<file path="src/rtl/pool_window_gen.sv">
// Stride-2 2x2 window generator: buffers one row and emits four-lane windows for the pooling unit.
// Define POOL_WIN_PAD_EN to honour odd frame dimensions with zero-padded edge windows.
module pool_window_gen #(
  parameter int DATA_W    = 16,
  parameter int MAX_WIDTH = 64,
  parameter int DIM_W     = 7
) (
  input  logic                  clk,
  input  logic                  rst_n,
  input  logic                  start,
  input  logic [DIM_W-1:0]      cfg_width,
  input  logic [DIM_W-1:0]      cfg_height,
  input  logic [DATA_W-1:0]     pix_in,
  input  logic                  pix_valid,
  output logic                  pix_ready,
  output logic [4*DATA_W-1:0]   win_data,
  output logic                  win_valid,
  input  logic                  win_ready,
  output logic                  busy,
  output logic                  done
);

  localparam int ADDR_W = (MAX_WIDTH > 1) ? $clog2(MAX_WIDTH) : 1;
  localparam logic [DIM_W-1:0]  ONE  = DIM_W'(1);
  localparam logic [DIM_W-1:0]  TWO  = DIM_W'(2);
  localparam logic [DATA_W-1:0] ZERO = '0;

  typedef enum logic [2:0] {
    IDLE,
    ROW_TOP,
    ROW_BOT,
`ifdef POOL_WIN_PAD_EN
    PAD_BOT,
`endif
    FLUSH
  } state_t;

  state_t               state_q, state_d;
  logic [DIM_W-1:0]     col_q, col_d;
  logic [DIM_W-1:0]     row_q, row_d;
  logic [DIM_W-1:0]     effW_q, effW_d;
  logic [DIM_W-1:0]     effH_q, effH_d;
  logic [DATA_W-1:0]    hold_q, hold_d;
  logic [4*DATA_W-1:0]  winData_q, winData_d;
  logic                 winValid_q, winValid_d;
  logic                 done_q, done_d;

  logic [DATA_W-1:0]    lineBuf [MAX_WIDTH];
  logic                 lineWe;
  logic [ADDR_W-1:0]    loIdx, hiIdx;
  logic [DATA_W-1:0]    rdLo, rdHi;
  logic [DIM_W-1:0]     effWStart, effHStart;
  logic                 lastCol, outFree, winSlot, padLast;

  // Reads always address the column pair containing col_q
  assign loIdx   = col_q[ADDR_W-1:0] & ~ADDR_W'(1);
  assign hiIdx   = loIdx | ADDR_W'(1);
  assign rdLo    = lineBuf[loIdx];
  assign rdHi    = lineBuf[hiIdx];
  assign lastCol = (col_q == effW_q - ONE);
  assign outFree = !winValid_q || win_ready;
  assign winSlot = col_q[0] || lastCol;

`ifdef POOL_WIN_PAD_EN
  assign effWStart = cfg_width;
  assign effHStart = cfg_height;
  assign padLast   = lastCol && !col_q[0];
`else
  assign effWStart = cfg_width & ~ONE;
  assign effHStart = cfg_height & ~ONE;
  assign padLast   = 1'b0;
`endif

  always_comb begin
    state_d    = state_q;
    col_d      = col_q;
    row_d      = row_q;
    effW_d     = effW_q;
    effH_d     = effH_q;
    hold_d     = hold_q;
    winData_d  = winData_q;
    winValid_d = winValid_q && !win_ready;
    done_d     = 1'b0;
    pix_ready  = 1'b0;
    lineWe     = 1'b0;
    case (state_q)
      IDLE: begin
        if (start) begin
          effW_d = effWStart;
          effH_d = effHStart;
          col_d  = '0;
          row_d  = '0;
          if (effWStart == '0 || effHStart == '0) done_d = 1'b1;
          else                                    state_d = ROW_TOP;
        end
      end
      ROW_TOP: begin
        pix_ready = 1'b1;
        if (pix_valid) begin
          lineWe = 1'b1;
          if (lastCol) begin
            col_d   = '0;
            state_d = ROW_BOT;
`ifdef POOL_WIN_PAD_EN
            if (row_q == effH_q - ONE) state_d = PAD_BOT;
`endif
          end else begin
            col_d = col_q + ONE;
          end
        end
      end
      ROW_BOT: begin
        // Window-completing columns stall until the output register can take a new window
        pix_ready = winSlot ? outFree : 1'b1;
        if (pix_valid && pix_ready) begin
          if (winSlot) begin
            winValid_d = 1'b1;
            winData_d  = padLast ? {ZERO, pix_in, ZERO, rdLo} : {pix_in, hold_q, rdHi, rdLo};
          end else begin
            hold_d = pix_in;
          end
          if (lastCol) begin
            col_d   = '0;
            row_d   = row_q + TWO;
            state_d = (row_q + TWO == effH_q) ? FLUSH : ROW_TOP;
          end else begin
            col_d = col_q + ONE;
          end
        end
      end
`ifdef POOL_WIN_PAD_EN
      PAD_BOT: begin
        if (outFree) begin
          winValid_d = 1'b1;
          winData_d  = {ZERO, ZERO, (col_q + ONE >= effW_q) ? ZERO : rdHi, rdLo};
          if (col_q + TWO >= effW_q) begin
            col_d   = '0;
            state_d = FLUSH;
          end else begin
            col_d = col_q + TWO;
          end
        end
      end
`endif
      FLUSH: begin
        if (outFree) begin
          done_d  = 1'b1;
          state_d = IDLE;
        end
      end
      default: state_d = IDLE;
    endcase
  end

  always_ff @(posedge clk or negedge rst_n) begin
    if (!rst_n) begin
      state_q    <= IDLE;
      col_q      <= '0;
      row_q      <= '0;
      effW_q     <= '0;
      effH_q     <= '0;
      hold_q     <= '0;
      winData_q  <= '0;
      winValid_q <= 1'b0;
      done_q     <= 1'b0;
    end else begin
      state_q    <= state_d;
      col_q      <= col_d;
      row_q      <= row_d;
      effW_q     <= effW_d;
      effH_q     <= effH_d;
      hold_q     <= hold_d;
      winData_q  <= winData_d;
      winValid_q <= winValid_d;
      done_q     <= done_d;
    end
  end

  // Line buffer contents survive reset; only the top row ever writes it
  always_ff @(posedge clk) begin
    if (lineWe) lineBuf[col_q[ADDR_W-1:0]] <= pix_in;
  end

  assign win_data  = winData_q;
  assign win_valid = winValid_q;
  assign busy      = (state_q != IDLE);
  assign done      = done_q;

endmodule

</file>
<file path="config.mk">
export PLATFORM = sky130hd
export DESIGN_NAME = pool_window_gen
export DESIGN_NICKNAME = d
export VERILOG_FILES = /design/src/rtl/pool_window_gen.sv
export SDC_FILE = /design/constraint.sdc
export NUM_CORES = 1
export LEC_CHECK = 0
export CORE_MARGIN = 2
export CORE_UTILIZATION = 30
export CTS_BUF_LIST = sky130_fd_sc_hd__clkbuf_8
export DETAILED_ROUTE_END_ITERATION = 10
export SLEW_MARGIN = 20
export SYNTH_ARGS = -nofsm -noshare
export SYNTH_HDL_FRONTEND = slang
export SYNTH_SLANG_ARGS = --single-unit
</file>
<file path="constraint.sdc">
create_clock -name clk -period 3.6 [get_ports clk]
set_clock_uncertainty 0.2 [all_clocks]
set_input_delay 0.36 -clock clk [delete_from_list [all_inputs] [get_ports clk]]
set_output_delay 0.36 -clock clk [all_outputs]
set_load 0.005 [all_outputs]
</file>
# After elaboration in Yosys (flattened, before gate mapping)
# Memories as Yosys holds them, arrays and structs flattened. A register that Yosys moved wholly into a read port is not among the register bits.
# Index checks and enable logic that the tools add are counted.
totals:
  mem_count: 1
  word_cells: 77
  ram_bits: 1024
  input_bits: 35
  reg_bits: 111
  latchBits: 0
  output_inout_bits: 68
  mem_bits_ro: 0
memory_table:
  columns: ["name", "depth", "width", "read_ports", "rd_clocked_by_memory_dff", "wr", "line_no", "rtl"]
  rows:
  - ["lineBuf", 64, 16, 2, 2, 1, "48", "logic [DATA_W-1:0] lineBuf [MAX_WIDTH];"]
op_classes:
  bitwise_logic: 1
  div_mod_pow: 0
  n_shift: 0
  eq_ne: 12
  multipliers: 0
  magnitude_cmp: 0
  reduce_logical: 21
  n_mux: 30
  n_addsub: 3
op_table:
  columns: ["operator", "count"]
  rows:
  - ["7-bit 2-to-1 mux", 6]
  - ["3-bit 2-to-1 mux", 7]
  - ["7-bit one-hot mux with 3 select lines", 1]
  - ["7-bit equality test", 2]
  - ["7-bit zero test", 2]
  - ["2-bit != test, second input constant", 7]
  - ["7-bit one-hot mux with 2 select lines", 1]
  - ["3-bit one-hot mux with 4 select lines", 1]
  - ["1-bit 2-to-1 mux", 11]
  - ["4-bit AND reduction", 2]
  - ["7-bit by 1-bit adder with 7-bit output, second input constant", 1]
  - ["7-bit by 2-bit adder with 7-bit output, second input constant", 1]
  - ["7-bit AND reduction", 1]
  - ["7-bit by 1-bit subtractor with 7-bit output, second input constant", 1]
  - ["3-bit by 2-bit equality test with 1-bit output, second input constant", 2]
  - ["3-bit AND reduction", 2]
  - ["3-bit nonzero test", 2]
  - ["1-bit zero test", 4]
  - ["1-bit one-hot mux with 2 select lines", 2]
  - ["3-bit by 1-bit equality test with 1-bit output, second input constant", 1]
  - ["3-bit zero test", 1]
  - ["1-bit logical OR", 3]
  - ["1-bit logical AND", 2]
  - ["2-bit 2-to-1 mux", 1]
  - ["3 further kinds", 3]

# Longest topological paths before layout
# Gate-level depths: netlist (run 1).
depth:
  ltp_word: 7
  mapped_depth: 11
  mapped_depth_nobuf: 8

# Worst setup path after synthesis (run 1)
# OpenSTA, ideal clock, no wires.
synth_timing:
  kind: "flip-flop to flip-flop"
  from: "reg col_q[1]"
  to: "mem lineBuf[6][0], enable pin"
  stages_incl_launch_ff: 8
  period_less_slack_ns: 2.859
  setup_slack_ns: 0.741
  required_ns: 3.012
  arrival_time_ns: 2.271
  path_buffers: 5
  setup_time_ns: 0.388
  cell_sequence: "dfrtp_1 buf_6 buf_8 buf_6 buf_4 clkbuf_1 nand3_1 nor2_1"
synth_lines:
  columns: ["item", "line_no", "rtl"]
  rows:
  - ["start, declared", "39", "logic [DIM_W-1:0] col_q, col_d;"]
  - ["start signal, assigned", "168", "col_q <= col_d;"]
  - ["end, declared", "48", null]
# Straight into the memory's write port.

# Worst setup path after layout (run 1)
layout_timing:
  from: "reg state_q[0]"
  to: "out pix_ready"
layout_between:
  elab_chain_len: 2
  elab_cells_between_ends: 3
  cone_classes: "2 x eq/ne; 1 x mux"
layout_lines:
  columns: ["item", "line_no", "rtl"]
  rows:
  - ["start, declared", "38", "state_t state_q, state_d;"]
  - ["start signal, assigned", "167", "state_q <= state_d;"]
  - ["3-bit by 2-bit equality test with 1-bit output / 3-bit by 1-bit equality test with 1-bit output (equally long branches)", "86", "case (state_q)"]
  - ["1-bit one-hot mux with 2 select lines *", "86", null]
  - ["end, declared", "15", "output logic pix_ready,"]
# Every way passes the cells marked *; elsewhere a longest branch is shown, timed or not.

==> results.json, run 1 <==
{
  "hp-start": "pix_in[8]",
  "synth_warnings": 0,
  "setup.worst_path.start": "state_q[0]",
  "critical_path_cell_count": 4,
  "synth.top_cells.by_count": "edfxtp_1 (1024), mux4_2 (249), nand2_1 (169)",
  "routed_wl_um": 115000,
  "grt_util_all_layers_pct": 15.5,
  "worstPathCellList": "inv_1 > ha_1 > nor2b_1 > clkdlybuf4s50_1",
  "critical_path.reg2reg.startpoint": "col_q[5]",
  "static-leakage-power_uw": 0.0171,
  "cp_data_arrival_time_ns": 2.57,
  "cts_sinks": 1133,
  "cts_max_path_buffers": 3,
  "crit_path_max_incr_delay_ns": 0.51,
  "crit_buf_inv": 2,
  "path_clk_slew_ns": 0.06,
  "hold_path_depth": 3,
  "design.final.nets": 2603,
  "worst_slew_pin_slew_ns": 1.10,
  "power.clock.fraction_pct": 31.6,
  "die_x_um": 386,
  "final_max_slew_viol_count": 0,
  "mappedNetlistArea_mm2": 0.0438,
  "syn_nets": 2229,
  "gp_congestion": 0.810,
  "number_of_global_route_vias_before_repair": 23300,
  "grt_first_pass_wirelength_um": 165000,
  "placedCellCount": 4269,
  "synth.avg_cell_area_um2": 20.0,
  "detail_route.iter0.violations": 2355,
  "synth-edff-count": 1024,
  "unrepaired_setup_endpoints_after_global_routing": "false",
  "die_area_mm2": 0.149,
  "achievable-frequency_ghz": 0.320,
  "maxSlewHeadroom_pct": 26.9,
  "cts.htree.levels": 4,
  "final_cells": 4627,
  "routed_vias": 23100,
  "setup_cp_type": "reg -> out",
  "postSynth.topFlopCell": "edfxtp_1",
  "yosys.area.top_type": "edfxtp_1",
  "r2r.worst_path.cells": 7,
  "finalCriticalPeriod_ns": 3.13,
  "netlist-cell-type-count": 59,
  "startpoint_type": "flop",
  "power_switching_share_pct": 27.5,
  "report.final.setup_viol": 0,
  "clock-root-buffer": "clkbuf_8",
  "drtPass1Iterations": 5,
  "async_flop_share_pct": 9.62,
  "drt.antenna.violating_nets": 0,
  "fraction_of_post_synthesis_cell_area_in_the_top_cell_type_by_area_pct": 70.3,
  "cts_made_buffers": 176,
  "cp-end-kind": "output pin",
  "post_cts.repair.setup_buffers": 0,
  "clock_latency_ns": 0.88,
  "fillerInstances": 13400,
  "layout-area-overhead-vs-synth_pct": 19.1,
  "drive_gt1_share_pct": 26.1,
  "setup-tns-final_ns": 0,
  "syn-instance-count": 2187,
  "overflow": 0,
  "yosysMostFrequentCell": "edfxtp_1",
  "cts_tree": "yes",
  "synth.top_cells.by_area": "edfxtp_1 (70%), mux4_2 (13%), dfrtp_1 (6.2%)",
  "internal_power_uw": 23100,
  "drc": 0,
  "power_frac_seq_pct": 48.6,
  "max_cap_violations": 0,
  "die_y_um": 386,
  "worst_hold_path_type": "in -> reg",
  "core_area_mm2": 0.145,
  "run_status": "completed",
  "p_per_area_mw_per_mm2": 612,
  "synth.ff_latch_count": 1133,
  "initial_antenna_violation_count": 8,
  "power_frac_comb_pct": 19.8,
  "critical_path_required_ns": 3.04,
  "worst_path_max_fanout": 8,
  "finalHoldViolations": 0,
  "power.net_switching_uw": 8780,
  "slowest_stage": "clkdlybuf4s50_1",
  "period_share_pct": 86.9,
  "effective_utilization_at_floorplan_pct": 30.1,
  "detail_route.wl_per_cell_um": 24.8,
  "cp_top_family": "buffers and inverters",
  "rows": 140,
  "placement.io_buffers": 100,
  "vdd.ir_drop.worst_uv": 346,
  "grt_max_degree": 91,
  "hpwl_um": 70500,
  "avgViaCountPerCell": 4.98,
  "io_pins": 103,
  "seq_area_frac_synth_pct": 76.5
}
==> worst paths after layout <==
kind                                 to  slack (ns)
min in group asynchronous  win_data[31]        0.55
max                           pix_ready        0.47
min reg2reg                win_data[34]        0.26
max reg2reg                 win_data[1]        0.47
max in group asynchronous  win_data[46]        1.39
min                        win_data[56]        0.06
==> power by group through the flow <==
stage / clock network (uW) / logic (uW) / registers, uW
after floorplan: 0 / 3790 / 15600
after global placement: 0 / 6390 / 15800
after detailed placement: 0 / 6410 / 15800
after CTS: 10300 / 6460 / 15500
after global routing: 10800 / 6840 / 15600
final: 10100 / 6330 / 15500
==> timing repair <==
| action | 4_1_cts | 5_1_grt |
|---|---|---|
| endpoints found under the hold margin | 472 | 101 |
| hold buffers | 29 | 2 |
| gates resized for setup | 0 | 0 |
==> worst min-delay path, cell delays in order <==
cell and delay (ns):
buf_2 0.42, nand2_1 0.19, nand2_1 0.05
==> sequential cells by signal (all words and copies together) (netlist names), 2 cells and up <==
| signal | flops |
|---|---|
| col_q | 7 |
| effH_q | 6 |
| effW_q | 6 |
| hold_q | 16 |
| lineBuf | 1024 |
| row_q | 6 |
| state_q | 2 |
| win_data | 64 |
==> area by class of cell <==
class | count | area, um^2 | share of cell area, %
repair buffers | 310 | 3260 | 6.26
well taps | 1917 | 2400 | 4.60
diodes | 4 | 10.0 | 0.0192
multi-input cells | 923 | 9660 | 18.5
clock inverters | 135 | 672 | 1.29
inverters | 17 | 63.8 | 0.122
flip-flops and latches | 1133 | 33500 | 64.2
clock buffers | 188 | 2590 | 4.96
==> per-stage QoR <==
| stage | cell area, um^2 | util (%) | worst slack (ns) | total power, uW | hold slack (ns) |
|---|---|---|---|---|---|
| finish | 52100 | 35.9 | 0.470 | 31900 | 0.0649 |
| global route | 52100 | 35.9 | 0.333 | 33200 | 0.102 |
| detailed placement | 48600 | 33.4 | 0.502 | 22200 | 0.250 |
| floorplan | 43800 | - | 0.741 | 19300 | -0.136 |
| CTS | 52100 | 35.9 | 0.395 | 32200 | 0.00945 |
| global placement | 48600 | 33.4 | 0.501 | 22200 | 0.253 |
==> cell usage in the layout, fill, tap and decap left out, types with 11 or more instances in the layout <==
master,count
a21oi_1,47
a221oi_1,12
a22oi_1,33
buf_12,54
buf_2,12
buf_4,129
clkbuf_8,188
clkdlybuf4s50_1,83
clkinv_1,36
dfrtp_1,104
dlygate4sd3_1,31
edfxtp_1,1024
inv_1,87
mux2_2,28
mux2i_1,49
mux4_2,249
nand2_1,169
nand3_1,25
nand4_1,12
nor2_1,111
o211ai_1,14
o21ai_0,14
o21ai_1,16
o22a_1,18
o22ai_1,11
==> logic make-up (layout without fill, tap and decap cells) <==
| kind of cell | after synthesis | in the layout | share of synthesized area [%] |
|---|---|---|---|
| simple gates | 364 | 364 | 3.50 |
| flops | 1133 | 1133 | 76.5 |
| compound gates | 210 | 210 | 3.31 |
| mux | 327 | 327 | 14.7 |
| fa+ha+maj | 7 | 7 | 0.200 |
| buf+inv | 131 | 650 | 1.51 |
| other cells | 0 | 4 | 0 |
| xor+xnor | 15 | 15 | 0.300 |
==> routing by layer <==
layer	track usage, %	share of wire [%]
met5	0	0.0061
met4	4.75	2.2
met3	2.96	7.4
met2	24.4	48
met1	21.6	43
No activity file was read; power rests on OpenSTA's default activity.
==> run 2, diff against run 1 <==
ABC_AREA = 1   (was unset)
CAP_MARGIN = 20   (was unset)
==> run 2 against run 1 <==
Net effect:
- first-iteration DRC count up 9.9%
- area after synthesis up 0.94%
- sequential share of layout area up 0.42 points
- register-to-register slack better by 0.10 ns
- largest power group unchanged
==> results.json, run 2 <==
{
  "critical_path_required_ns": 3.04,
  "seq_area_frac_synth_pct": 75.8,
  "achievable-frequency_ghz": 0.301,
  "r2r.worst_path.cells": 5,
  "cp_data_arrival_time_ns": 2.76,
  "avgViaCountPerCell": 4.69,
  "placement.io_buffers": 100,
  "async_flop_share_pct": 9.62,
  "netlist-cell-type-count": 32,
  "fraction_of_post_synthesis_cell_area_in_the_top_cell_type_by_area_pct": 69.6,
  "synth.top_cells.by_area": "edfxtp_1 (70%), nand2_1 (14%), dfrtp_1 (6.2%)",
  "drtPass1Iterations": 5,
  "clock-root-buffer": "clkbuf_8",
  "finalHoldViolations": 0,
  "cts_tree": "yes",
  "synth-edff-count": 1024,
  "path_clk_slew_ns": 0.06,
  "yosys.area.top_type": "edfxtp_1",
  "initial_antenna_violation_count": 7,
  "startpoint_type": "flop",
  "area_occupied_by_multi_input_gates_mm2": 0.00945,
  "syn-instance-count": 3642,
  "setup_cp_type": "reg -> out",
  "regToRegEndpoint": "lineBuf[16][6]",
  "layout-area-overhead-vs-synth_pct": 17.2,
  "synth.ff_latch_count": 1133,
  "synth_warnings": 0,
  "worstPathCellList": "inv_1 > ha_1 > or2_2 > o311a_1 > clkdlybuf4s50_1",
  "cts.htree.levels": 4,
  "cts_made_buffers": 180,
  "crit_buf_inv": 2,
  "regArea_mm2": 0.0335,
  "worst_path_max_fanout": 12,
  "detail_route.wl_per_cell_um": 19.7,
  "static-leakage-power_uw": 0.0187,
  "largest_register_ffs": 1024,
  "maxSlewHeadroom_pct": 27.9,
  "die_x_um": 388,
  "mostFrequentLayoutCell": "nand2_1",
  "cts_sinks": 1133,
  "cp-end-kind": "output pin",
  "postLayoutSetupSlackWorst_ns": 0.283,
  "cts_max_path_buffers": 3,
  "grt_first_pass_wirelength_um": 174000,
  "finalCriticalPeriod_ns": 3.32,
  "hold_path_depth": 3,
  "yosysMostFrequentCell": "nand2_1",
  "io_pins": 103,
  "design.final.nets": 3980,
  "post_cts.repair.setup_buffers": 0,
  "hold_worst_path_end": "hold_q[14]",
  "routed_wl_um": 118000,
  "max_cap_violations": 0,
  "gp_congestion": 0.783,
  "postSynth.topFlopCell": "edfxtp_1",
  "most-common-layout-cells": "nand2_1 (1593), edfxtp_1 (1024), nand4_1 (257)",
  "cp_top_family": "buffers and inverters",
  "unrepaired_setup_endpoints_after_global_routing": "false",
  "worst_hold_path_type": "in -> reg",
  "critical_path.reg2reg.startpoint": "col_q[1]",
  "die_area_mm2": 0.150,
  "drc": 0,
  "hp-start": "pix_in[14]",
  "vdd.ir_drop.worst_uv": 400,
  "grt_max_degree": 105,
  "crit_path_max_incr_delay_ns": 0.52,
  "drive_gt1_share_pct": 10.9,
  "overflow": 0,
  "die_y_um": 388,
  "p_per_area_mw_per_mm2": 636,
  "power.total_uw": 32900,
  "worst_slew_pin_slew_ns": 1.08,
  "fillerInstances": 14200,
  "hpwl_um": 70400,
  "grt_util_all_layers_pct": 15.5,
  "slowest_stage": "clkdlybuf4s50_1",
  "report.final.setup_viol": 0,
  "synth.avg_cell_area_um2": 12.1,
  "effective_utilization_at_floorplan_pct": 30.3,
  "rows": 140,
  "dp_worst_setup_slack_ns": 0.559,
  "period_share_pct": 92.2,
  "drt.antenna.violating_nets": 0,
  "mappedNetlistArea_mm2": 0.0442,
  "setup-tns-final_ns": 0,
  "clock_latency_ns": 0.90,
  "final_max_slew_viol_count": 0,
  "run_status": "completed",
  "number_of_global_route_vias_before_repair": 26900,
  "detail_route.iter0.violations": 2589,
  "core_area_mm2": 0.146,
  "syn_nets": 3684,
  "ff2ff_setup_slack_ns": 0.57,
  "routed_vias": 28100,
  "synth.top_cells.by_count": "nand2_1 (1594), edfxtp_1 (1024), nand4_1 (257)"
}
## run 2: changes by cell type in the layout (fill, tap and decap cells not counted), sizes merged, moves of 38 or more
| cell | before | now |
|---|---|---|
| mux4 | 249 | 0 |
| nand3 | 25 | 63 |
| nand2 | 169 | 1595 |
| nand4 | 12 | 257 |
| inv | 98 | 195 |
| mux2i | 49 | 0 |
| nor2 | 117 | 173 |
## run 2: what timing repair did
action                                 CTS  global route
gates resized for setup                  0             0
hold buffers                            31             0
endpoints found under the hold margin  686             0
## run 2: routing by layer
layer	up-vias	part of all wire (%)	GRT usage, %
li1	13100	-	-
met1	13800	47	22.9
met2	1033	43	22.6
met3	180	8.1	3.35
met4	0	2.3	4.79
met5	-	0	0
## run 2: metrics by stage
step | cells | cell area [um^2] | hold slack [ns] | util (%)
3_3_place_gp | 5642 | 48100 | 0.251 | 32.9
4_1_cts | 6003 | 51800 | 0.00136 | 35.5
3_5_place_dp | 5642 | 48100 | 0.251 | 32.9
5_1_grt | 6005 | 51800 | 0.0857 | 35.5
2_1_floorplan | 3642 | 44200 | -0.136 | -
6_report | 6006 | 51800 | 0.0475 | 35.5
## run 2: kinds of logic after synthesis
family	synth area share (%)
simple gates	19.9
fa+ha+maj	0.198
buf+inv	2.91
flops	75.8
compound gates	1.06
xor+xnor	0.0793
mux	0.0510
## run 2: where the power goes
part | leakage, uW | internal (uW) | switching, uW | total, uW
Sequential | 0.0106 | 15000 | 464 | 15400
Combinational | 0.00621 | 2560 | 4560 | 7120
Clock | 0.00195 | 5220 | 5170 | 10400
## run 2: cell type report
cell class | instances | area share (%)
Sequential cell | 1133 | 64.6
Timing Repair Buffer | 278 | 5.00
Clock buffer | 186 | 4.94
Clock inverter | 144 | 1.59
Inverter | 126 | 0.928
Multi-Input combinational cell | 2219 | 18.3
Antenna cell | 3 | 0.0145
Tap cell | 1917 | 4.63
## run 2: worst min-delay path, cell delays in order
cell     delay [ns]
buf_2          0.40
inv_1          0.17
o21ai_0        0.10
## run 2: how the worst max path moves through the flow
stage,start,to,slack (ns),depth (start not counted)
2_1_floorplan,col_q[1],lineBuf[0][0],1.03,6
3_3_place_gp,pix_valid,lineBuf[48][11],0.59,6
3_5_place_dp,pix_valid,lineBuf[52][11],0.56,6
4_1_cts,state_q[0],pix_ready,0.19,5
5_1_grt,state_q[0],pix_ready,0.09,5
6_report,state_q[0],pix_ready,0.28,5
